--- src/rtl/load_store_unit.sv ---
// load_store_unit: multi-cycle RV32I load/store engine between execute and a
// word-wide data memory. Decodes LB/LH/LW/LBU/LHU/SB/SH/SW, rejects illegal
// or misaligned accesses without touching memory, drives a req/ack memory
// port with a wait-cycle timeout, and returns extended load data tagged
// with the destination register as a one-cycle response pulse.
//
// Handshake: an access transfers on a rising edge where req_valid and
// req_ready are both high; req_ready is high only in IDLE, and an upstream
// stage that sees req_ready low keeps req_valid and its payload stable.
// The memory side completes on an edge where mem_req and mem_ack are both
// high; mem_addr/mem_we/mem_wstrb/mem_wdata hold steady while mem_req is high.
module load_store_unit #(
    parameter int MEM_TIMEOUT = 16
) (
    input  logic        CLK,
    input  logic        RST,
    input  logic        req_valid,
    output logic        req_ready,
    input  logic        req_store,
    input  logic [2:0]  req_funct3,
    input  logic [31:0] req_addr,
    input  logic [31:0] req_wdata,
    input  logic [4:0]  req_rd,
    output logic        mem_req,
    output logic        mem_we,
    output logic [31:0] mem_addr,
    output logic [3:0]  mem_wstrb,
    output logic [31:0] mem_wdata,
    input  logic        mem_ack,
    input  logic [31:0] mem_rdata,
    output logic        resp_valid,
    output logic        resp_we,
    output logic [4:0]  resp_rd,
    output logic [31:0] resp_data,
    output logic        resp_err,
    output logic [1:0]  dbg_state
);

    typedef enum logic [1:0] {
        IDLE   = 2'd0,
        ACCESS = 2'd1,
        RESP   = 2'd2
    } state_t;

    // Counter only has to reach MEM_TIMEOUT-1.
    localparam int CW = (MEM_TIMEOUT > 1) ? $clog2(MEM_TIMEOUT) : 1;
    localparam logic [CW-1:0] CNT_LAST = CW'(MEM_TIMEOUT - 1);

    state_t        state_q, state_d;
    logic [CW-1:0] cnt_q, cnt_d;

    // Request fields still needed after the memory word comes back.
    logic          lat_store_q, lat_store_d;
    logic [2:0]    lat_funct3_q, lat_funct3_d;
    logic [1:0]    lat_off_q, lat_off_d;
    logic [4:0]    lat_rd_q, lat_rd_d;

    logic          mem_req_d, mem_we_d;
    logic [31:0]   mem_addr_d, mem_wdata_d;
    logic [3:0]    mem_wstrb_d;
    logic          resp_valid_d, resp_we_d, resp_err_d;
    logic [4:0]    resp_rd_d;
    logic [31:0]   resp_data_d;

    logic          dec_legal, dec_misaligned;
    logic [3:0]    dec_strb;
    logic [31:0]   dec_wdata;

    // Pick the addressed byte/half out of the read word and extend it.
    function automatic logic [31:0] extract_load(input logic [2:0]  f3,
                                                 input logic [1:0]  off,
                                                 input logic [31:0] word);
        logic [7:0]  b;
        logic [15:0] h;
        b = word[{off, 3'b000} +: 8];
        h = off[1] ? word[31:16] : word[15:0];
        case (f3)
            3'b000:  return {{24{b[7]}}, b};
            3'b100:  return {24'b0, b};
            3'b001:  return {{16{h[15]}}, h};
            3'b101:  return {16'b0, h};
            default: return word;
        endcase
    endfunction

    assign req_ready = (state_q == IDLE);
    assign dbg_state = state_q;

    // Decode the presented request: legality, alignment, lanes and data.
    always_comb begin
        dec_legal      = 1'b0;
        dec_misaligned = 1'b0;
        dec_strb       = 4'b0000;
        dec_wdata      = 32'h0;
        case (req_funct3)
            3'b000, 3'b001, 3'b010: dec_legal = 1'b1;
            3'b100, 3'b101:         dec_legal = !req_store;
            default:                dec_legal = 1'b0;
        endcase
        case (req_funct3[1:0])
            2'b01:   dec_misaligned = req_addr[0];
            2'b10:   dec_misaligned = (req_addr[1:0] != 2'b00);
            default: dec_misaligned = 1'b0;
        endcase
        if (req_store) begin
            case (req_funct3[1:0])
                2'b00: begin
                    dec_strb  = 4'b0001 << req_addr[1:0];
                    dec_wdata = {4{req_wdata[7:0]}};
                end
                2'b01: begin
                    dec_strb  = req_addr[1] ? 4'b1100 : 4'b0011;
                    dec_wdata = {2{req_wdata[15:0]}};
                end
                default: begin
                    dec_strb  = 4'b1111;
                    dec_wdata = req_wdata;
                end
            endcase
        end
    end

    // Next state and next values of every registered output.
    always_comb begin
        state_d      = state_q;
        cnt_d        = cnt_q;
        lat_store_d  = lat_store_q;
        lat_funct3_d = lat_funct3_q;
        lat_off_d    = lat_off_q;
        lat_rd_d     = lat_rd_q;
        mem_req_d    = mem_req;
        mem_we_d     = mem_we;
        mem_addr_d   = mem_addr;
        mem_wstrb_d  = mem_wstrb;
        mem_wdata_d  = mem_wdata;
        resp_valid_d = 1'b0;
        resp_we_d    = 1'b0;
        resp_rd_d    = 5'd0;
        resp_data_d  = 32'h0;
        resp_err_d   = 1'b0;

        case (state_q)
            IDLE: begin
                if (req_valid) begin
                    lat_store_d  = req_store;
                    lat_funct3_d = req_funct3;
                    lat_off_d    = req_addr[1:0];
                    lat_rd_d     = req_rd;
                    if (!dec_legal || dec_misaligned) begin
                        // Rejected up front: report the error, never touch memory.
                        state_d      = RESP;
                        resp_valid_d = 1'b1;
                        resp_err_d   = 1'b1;
                        resp_rd_d    = req_rd;
                    end else begin
                        state_d     = ACCESS;
                        cnt_d       = '0;
                        mem_req_d   = 1'b1;
                        mem_we_d    = req_store;
                        mem_addr_d  = {req_addr[31:2], 2'b00};
                        mem_wstrb_d = dec_strb;
                        mem_wdata_d = dec_wdata;
                    end
                end
            end
            ACCESS: begin
                if (mem_ack || cnt_q == CNT_LAST) begin
                    state_d      = RESP;
                    cnt_d        = '0;
                    mem_req_d    = 1'b0;
                    mem_we_d     = 1'b0;
                    mem_addr_d   = 32'h0;
                    mem_wstrb_d  = 4'b0000;
                    mem_wdata_d  = 32'h0;
                    resp_valid_d = 1'b1;
                    resp_rd_d    = lat_rd_q;
                    if (mem_ack) begin
                        resp_we_d   = !lat_store_q && (lat_rd_q != 5'd0);
                        resp_data_d = lat_store_q ? 32'h0
                                    : extract_load(lat_funct3_q, lat_off_q, mem_rdata);
                    end else begin
                        resp_err_d = 1'b1;
                    end
                end else begin
                    cnt_d = cnt_q + CW'(1);
                end
            end
            RESP: begin
                state_d = IDLE;
            end
            default: begin
                state_d = IDLE;
            end
        endcase
    end

    // State, latched request and all outputs; reset clears everything.
    always_ff @(posedge CLK) begin
        if (RST) begin
            state_q      <= IDLE;
            cnt_q        <= '0;
            lat_store_q  <= 1'b0;
            lat_funct3_q <= 3'b000;
            lat_off_q    <= 2'b00;
            lat_rd_q     <= 5'd0;
            mem_req      <= 1'b0;
            mem_we       <= 1'b0;
            mem_addr     <= 32'h0;
            mem_wstrb    <= 4'b0000;
            mem_wdata    <= 32'h0;
            resp_valid   <= 1'b0;
            resp_we      <= 1'b0;
            resp_rd      <= 5'd0;
            resp_data    <= 32'h0;
            resp_err     <= 1'b0;
        end else begin
            state_q      <= state_d;
            cnt_q        <= cnt_d;
            lat_store_q  <= lat_store_d;
            lat_funct3_q <= lat_funct3_d;
            lat_off_q    <= lat_off_d;
            lat_rd_q     <= lat_rd_d;
            mem_req      <= mem_req_d;
            mem_we       <= mem_we_d;
            mem_addr     <= mem_addr_d;
            mem_wstrb    <= mem_wstrb_d;
            mem_wdata    <= mem_wdata_d;
            resp_valid   <= resp_valid_d;
            resp_we      <= resp_we_d;
            resp_rd      <= resp_rd_d;
            resp_data    <= resp_data_d;
            resp_err     <= resp_err_d;
        end
    end

endmodule

--- config.mk ---
export PLATFORM = sky130hd
export DESIGN_NAME = load_store_unit
export DESIGN_NICKNAME = d
export VERILOG_FILES = /design/src/rtl/load_store_unit.sv
export SDC_FILE = /design/constraint.sdc
export NUM_CORES = 1
export LEC_CHECK = 0
export CAP_MARGIN = 20
export CORE_UTILIZATION = 41
export CTS_CLUSTER_SIZE = 28
export DETAILED_ROUTE_END_ITERATION = 6
export PLACE_DENSITY_LB_ADDON = 0.3
export SYNTH_ARGS = -nofsm -noshare
export SYNTH_HDL_FRONTEND = slang
export SYNTH_SLANG_ARGS = --single-unit
--- constraint.sdc ---
create_clock -name CLK -period 3.3 [get_ports CLK]
set_input_delay 0.66 -clock CLK [delete_from_list [all_inputs] [get_ports CLK]]
set_output_delay 0.66 -clock CLK [all_outputs]
set_load 0.01 [all_outputs]
# Yosys cells after proc, flatten, opt, wreduce, memory -nomap -nowiden
# Cells that the tools add are included.
[op_classes] addsub=1 mul=0 div_mod_pow=0 order_cmp=0 eq_ne=14 shift=2 muxes=46 n_bitwise=3 reduce_logical=21
[op_table] op="$mux W32" count=6
[op_table] op="$pmux W32 S2" count=3
[op_table] op="$pmux W32 S4" count=1
[op_table] op="$mux W4" count=8
[op_table] op="$shiftx A32 B6 Y8" count=1
[op_table] op="$pmux W4 S2" count=3
[op_table] op="$mux W16" count=1
[op_table] op="$mux W5" count=3
[op_table] op="$eq A3 B3 Y1 const B" count=4
[op_table] op="$pmux W1 S2" count=6
[op_table] op="$mux W1" count=10
[op_table] op="$pmux W5 S2" count=1
[op_table] op="$eq A3 B1 Y1 const B" count=2
[op_table] op="$logic_not A3 Y1" count=2
[op_table] op="$mux W2" count=3
[op_table] op="$ne A2 B2 Y1 const B" count=3
[op_table] op="$reduce_bool A5 Y1" count=1
[op_table] op="$reduce_or A5 Y1" count=1
[op_table] op="$add A4 B1 Y4 const B" count=1
[op_table] op="$eq A2 B1 Y1 const B" count=2
[op_table] op="$eq A4 B4 Y1 const B" count=1
[op_table] op="$logic_not A2 Y1" count=2
[op_table] op="$pmux W2 S2" count=1
[op_table] op="$reduce_and A2 Y1" count=2
[op_table] op="13 further kinds" count=19
[totals] register_bits=127 latchBits=0 ram_bits=0 romBits=0 inputBits=109 output_inout_bits=113 mem_count=0

# Logic depth before layout (Yosys ltp)
[logic_depth] ltp_word=8 depth_mapped=10 depth_no_buf=6

# Worst setup path after synthesis
# No wires, ideal clock.
[synth_timing] path_type="input-to-reg" start="input port req_funct3[1]" end="register mem_wdata[0]" arrival_ns=2.371 required_ns=3.178 slack_ns=0.807 stages=9 n_path_buf=3 path_cell_list="clkbuf_1 inv_1 ha_1 buf_2 o211a_1 a211oi_4 nand2_2 buf_2 a221o_1"
[synth_between] elab_chain_len=7 elab_cells_between_ends=15
[synth_lines] item="start: declaration" line_no="20" rtl="input logic [2:0] req_funct3,"
[synth_lines] item="$eq A3 B1 Y1 (tied with other cells)" line_no="95" rtl="case (req_funct3)"
[synth_lines] item="$reduce_or A3 Y1 / $reduce_or A2 Y1 (equally long branches)" line_no="95"
[synth_lines] item="$pmux W1 S2" line_no="95"
[synth_lines] item="$logic_not A1 Y1" line_no="149" rtl="if (!dec_legal || dec_misaligned) begin"
[synth_lines] item="$logic_or A1 B1 Y1 (*)" line_no="149"
[synth_lines] item="$ne A2 B2 Y1 (no source line) (*)"
[synth_lines] item="$reduce_and A4 Y1 (no source line) (*)"
[synth_lines] item="end signal: assignment" line_no="227" rtl="mem_wdata <= mem_wdata_d;"
[synth_lines] item="end: declaration" line_no="28" rtl="output logic [31:0] mem_wdata,"
# Mark *: on every way between the ends. The rest lies on a longest branch, timed or not.
# A chain may end at the register's enable or synchronous reset.

# Worst setup path in the final report
[layout_timing] start="input port req_funct3[1]" end="register cnt_q[2]"
[layout_between] elab_chain_len=7 elab_cells_between_ends=15
[layout_lines] item="$eq A3 B1 Y1 (tied with other cells)" line_no="95"
[layout_lines] item="$reduce_or A3 Y1 / $reduce_or A2 Y1 (equally long branches)" line_no="95"
[layout_lines] item="$pmux W1 S2" line_no="95"
[layout_lines] item="$logic_not A1 Y1" line_no="149"
[layout_lines] item="$logic_or A1 B1 Y1 (*)" line_no="149"
[layout_lines] item="$ne A2 B2 Y1 (no source line) (*)"
[layout_lines] item="$reduce_and A3 Y1 (no source line) (*)"
[layout_lines] item="end signal: assignment" line_no="218" rtl="cnt_q <= cnt_d;"
[layout_lines] item="end: declaration" line_no="50" rtl="logic [CW-1:0] cnt_q, cnt_d;"
# Marks and branches as above.

==> flow_summary.yaml <==
status:
  status: "complete, no violations"
drt:
  drtIter0Drc: 410
  wirelength_mm: 20.29
  ant_nets: 0
  wl_met2_mm: 9.401
  wl_met1_mm: 9.182
  wl_per_cell_um: 17.80
  top_layer: "met4"
  drcViolationCount: 0
  dr.pass1.iters: 5
  viasPerCell: 5.646
  vias: 6437
  met3_length_mm: 1.402
clocking:
  cts.clk_slew.worst_paths_ns: 0.05
  cts_tree: "built"
  cts_max_level: 4
  clock_latency_ns: 0.42
  cts_hold_buf: 0
  post_cts_buffers: 0
  numCtsBuffers: 17
  cts.path.max_buffers: 2
  root_buffer: "clkbuf_16"
  clock-sinks: 125
  cts-resized-gates: 0
timing:
  rsz0062_at_grt: "false"
  fin_tns_setup_ns: 0
  finalHoldViolCount: 0
  tightest_slew_ns: 0.7595
  fin_worst_skew_ns: 0.007275
  slew_violations: 0
  min_period_ns: 2.524
  max-slew-margin-rel_pct: 49.28
  fin_crit_sh_pct: 76.47
  setup-violations-final: 0
  fin_ws_ns: 0.7765
  fmax_ghz: 0.3963
pwr:
  ir_drop_mv: 0.3609
  p_int_mw: 3.271
  p_per_area_nw_per_um2: 474.4
  p_sw_share_pct: 26.68
  switchingPower_mw: 1.190
  p_seq_share_pct: 37.1
  power.leakage_nw: 3.528
  pwr-share-clk_pct: 44.7
  combPwrFrac_pct: 18.3
floorplan:
  initial_core_util_pct: 42.34
  dieWidth_um: 127.8
  fp.dieH_um: 127.8
  core_sq_um: 15310
  die_area_sq_um: 16320
  io_pins: 222
  rows: 45
yosys:
  synth_flop_cell: "dfxtp_1"
  synth_area_per_cell_sq_um: 8.797
  synth_cell_types: 59
  ys_warn_count: 0
  synth_cells: 737
  ys_seq_area_share_pct: 38.60
  ys_ff_latch: 125
  async_reset_ff_share_pct: 0
  synth_edf_count: 0
  synth.cell_area_sq_um: 6484
place:
  post-dp-hpwl_mm: 13.42
  place_inst: 1107
  portBuffers: 219
  post-place-ws_ns: 0.3618
  gp_congestion: 0.8077
flow_run:
  cap_viol_max_count: 0
worst_setup_path:
  crit_slowest_cell: "or3_1"
  path_common_cell: "buf_4"
  cp.required_ns: 3.62
  critPathKind: "primary input to register"
  r2r_end: "mem_wdata[4]"
  critPathArrivalTime_ns: 2.85
  critical-path-max-stage-delay_ns: 0.48
  cp_max_fo: 32
  r2r_slack_ns: 0.88
  cp-start-kind: "primary input"
  cp_num_buf_inv: 3
  end_kind: "register"
  path_cells: "clkdlybuf4s50_1 > buf_4 > ha_1 > or3_1 > buf_4 > nand3b_1 > o21ai_1 > a311oi_1"
  r2r-start: "dbg_state[0]"
  reg2reg_depth: 5
  cp_top_family: "buffers and inverters"
hold_path:
  hold_end: "lat_store_q"
  hp-start: "lat_store_q"
  min_path_type: "register to register"
  min_path_cells: 2
final_layout:
  final_cells: 1140
  fin_nets: 1029
  antennaDiodeCount: 0
  mostFrequentLayoutCell: "clkdlybuf4s50_1"
  final_cell_mix: "clkdlybuf4s50_1 (218), dfxtp_1 (124), nor3b_1 (57), nand3b_1 (53), nand2_1 (45)"
  layout-drive-gt1-share_pct: 10.55
  area_growth_pct: 45.06
grt:
  grt_first_pass_wirelength_mm: 32.05
  track_usage_pct: 24.83
  antenna_found_initial: 0
  grt_max_degree: 87
  grt-ovfl-total: 0
  grt_pass1_vias: 5939
synthesized netlist by cell type, types with 3 or more instances:
cell type,n,share of area [%]
dfxtp_1,125,39
nor3b_1,57,6.6
nand3b_1,53,6.1
clkbuf_1,45,2.6
nand2_1,45,2.6
a21oi_1,32,2.5
nand3_1,30,2.3
nor2_1,30,1.7
o21ai_1,27,2.1
nand4_1,26,2.5
or3b_2,26,3.5
o221ai_1,25,3.4
buf_2,24,1.9
inv_1,20,1.2
a21o_1,17,2.0
a22o_1,13,1.8
o21ai_0,11,0.85
a221o_1,10,1.5
a221oi_1,9,1.2
mux2i_1,9,1.4
nand2b_1,9,0.87
a22oi_1,8,0.93
buf_1,7,0.41
a32oi_1,6,0.81
o41ai_1,6,0.81
a2111oi_0,5,0.68
o22a_1,5,0.68
ha_1,4,0.77
nor2b_1,4,0.39
nor3_1,4,0.31
a211o_1,3,0.41
a31oi_1,3,0.29
and3_1,3,0.29
o211a_1,3,0.46
o22ai_1,3,0.29
power groups by stage:
stage	combinational (mW)	sequential [mW]	clock, mW
floorplan	0.400	1.69	0
finish	0.814	1.65	1.99
detailed placement	0.803	1.68	0
global placement	0.797	1.68	0
global route	0.877	1.66	2.09
CTS	0.808	1.65	2.03
layout make-up:
cell class / instances / area [sq um]
Clock buffer: 18 / 439.2
Clock inverter: 14 / 192.7
Fill cell: 1336 / 5909
Inverter: 20 / 75.07
Multi-Input combinational cell: 513 / 3566
Sequential cell: 125 / 2504
Tap cell: 211 / 264.0
Timing Repair Buffer: 239 / 2365
state kept, by name (all words and copies together), names as in the netlist:
register	count
lat_store_q	1
mem_req	1
resp_rd	5
lat_off_q	2
mem_we	1
cnt_q	4
resp_we	1
lat_funct3_q	3
mem_addr	30
resp_err	1
mem_wstrb	4
lat_rd_q	5
resp_valid	1
mem_wdata	32
dbg_state	2
resp_data	32
through the flow:
stage	instance area [sq um]	utilization (%)	hold WS, ns	power, mW
after CTS	9385	61.28	0.4633	4.488
final	9405	61.41	0.4684	4.462
after global placement	8753	57.16	0.4418	2.481
after floorplan	6487	-	0.4367	2.091
after global routing	9405	61.41	0.5046	4.635
after detailed placement	8753	57.16	0.4557	2.487
tightest hold or removal path: stages, from the launching register on:
cell	delay, ns
dfxtp_1	0.30
nand2_1	0.05
a21oi_1	0.06
logic make-up (layout without fill, tap and decap cells):
family / Yosys count / after routing / share of synthesized area (%)
adders and majority gates: 4 / 4 / 0.7719
muxes: 10 / 10 / 1.737
AOI/OAI and AO/OA: 200 / 200 / 23.41
DFF: 125 / 125 / 38.60
other: 1 / 2 / 0.05784
buffers and inverters: 100 / 291 / 6.600
and+or+nand+nor: 297 / 297 / 28.83
how the worst max path moves through the flow:
stage	start	end	depth (start not counted)
floorplan	req_funct3[1]	mem_wdata[0]	9
detailed placement	req_funct3[1]	cnt_q[2]	8
finish	req_funct3[1]	cnt_q[2]	8
global placement	req_funct3[1]	mem_wdata[4]	8
global route	req_funct3[1]	cnt_q[2]	8
CTS	req_funct3[1]	cnt_q[2]	8
layer usage:
metal  track usage (%)  up-vias
li1                  -     3117
met1             33.76     3039
met2             38.65      260
met3             5.968       21
met4             7.958        0
met5                 0        -
(Power assumes the default switching activity.)
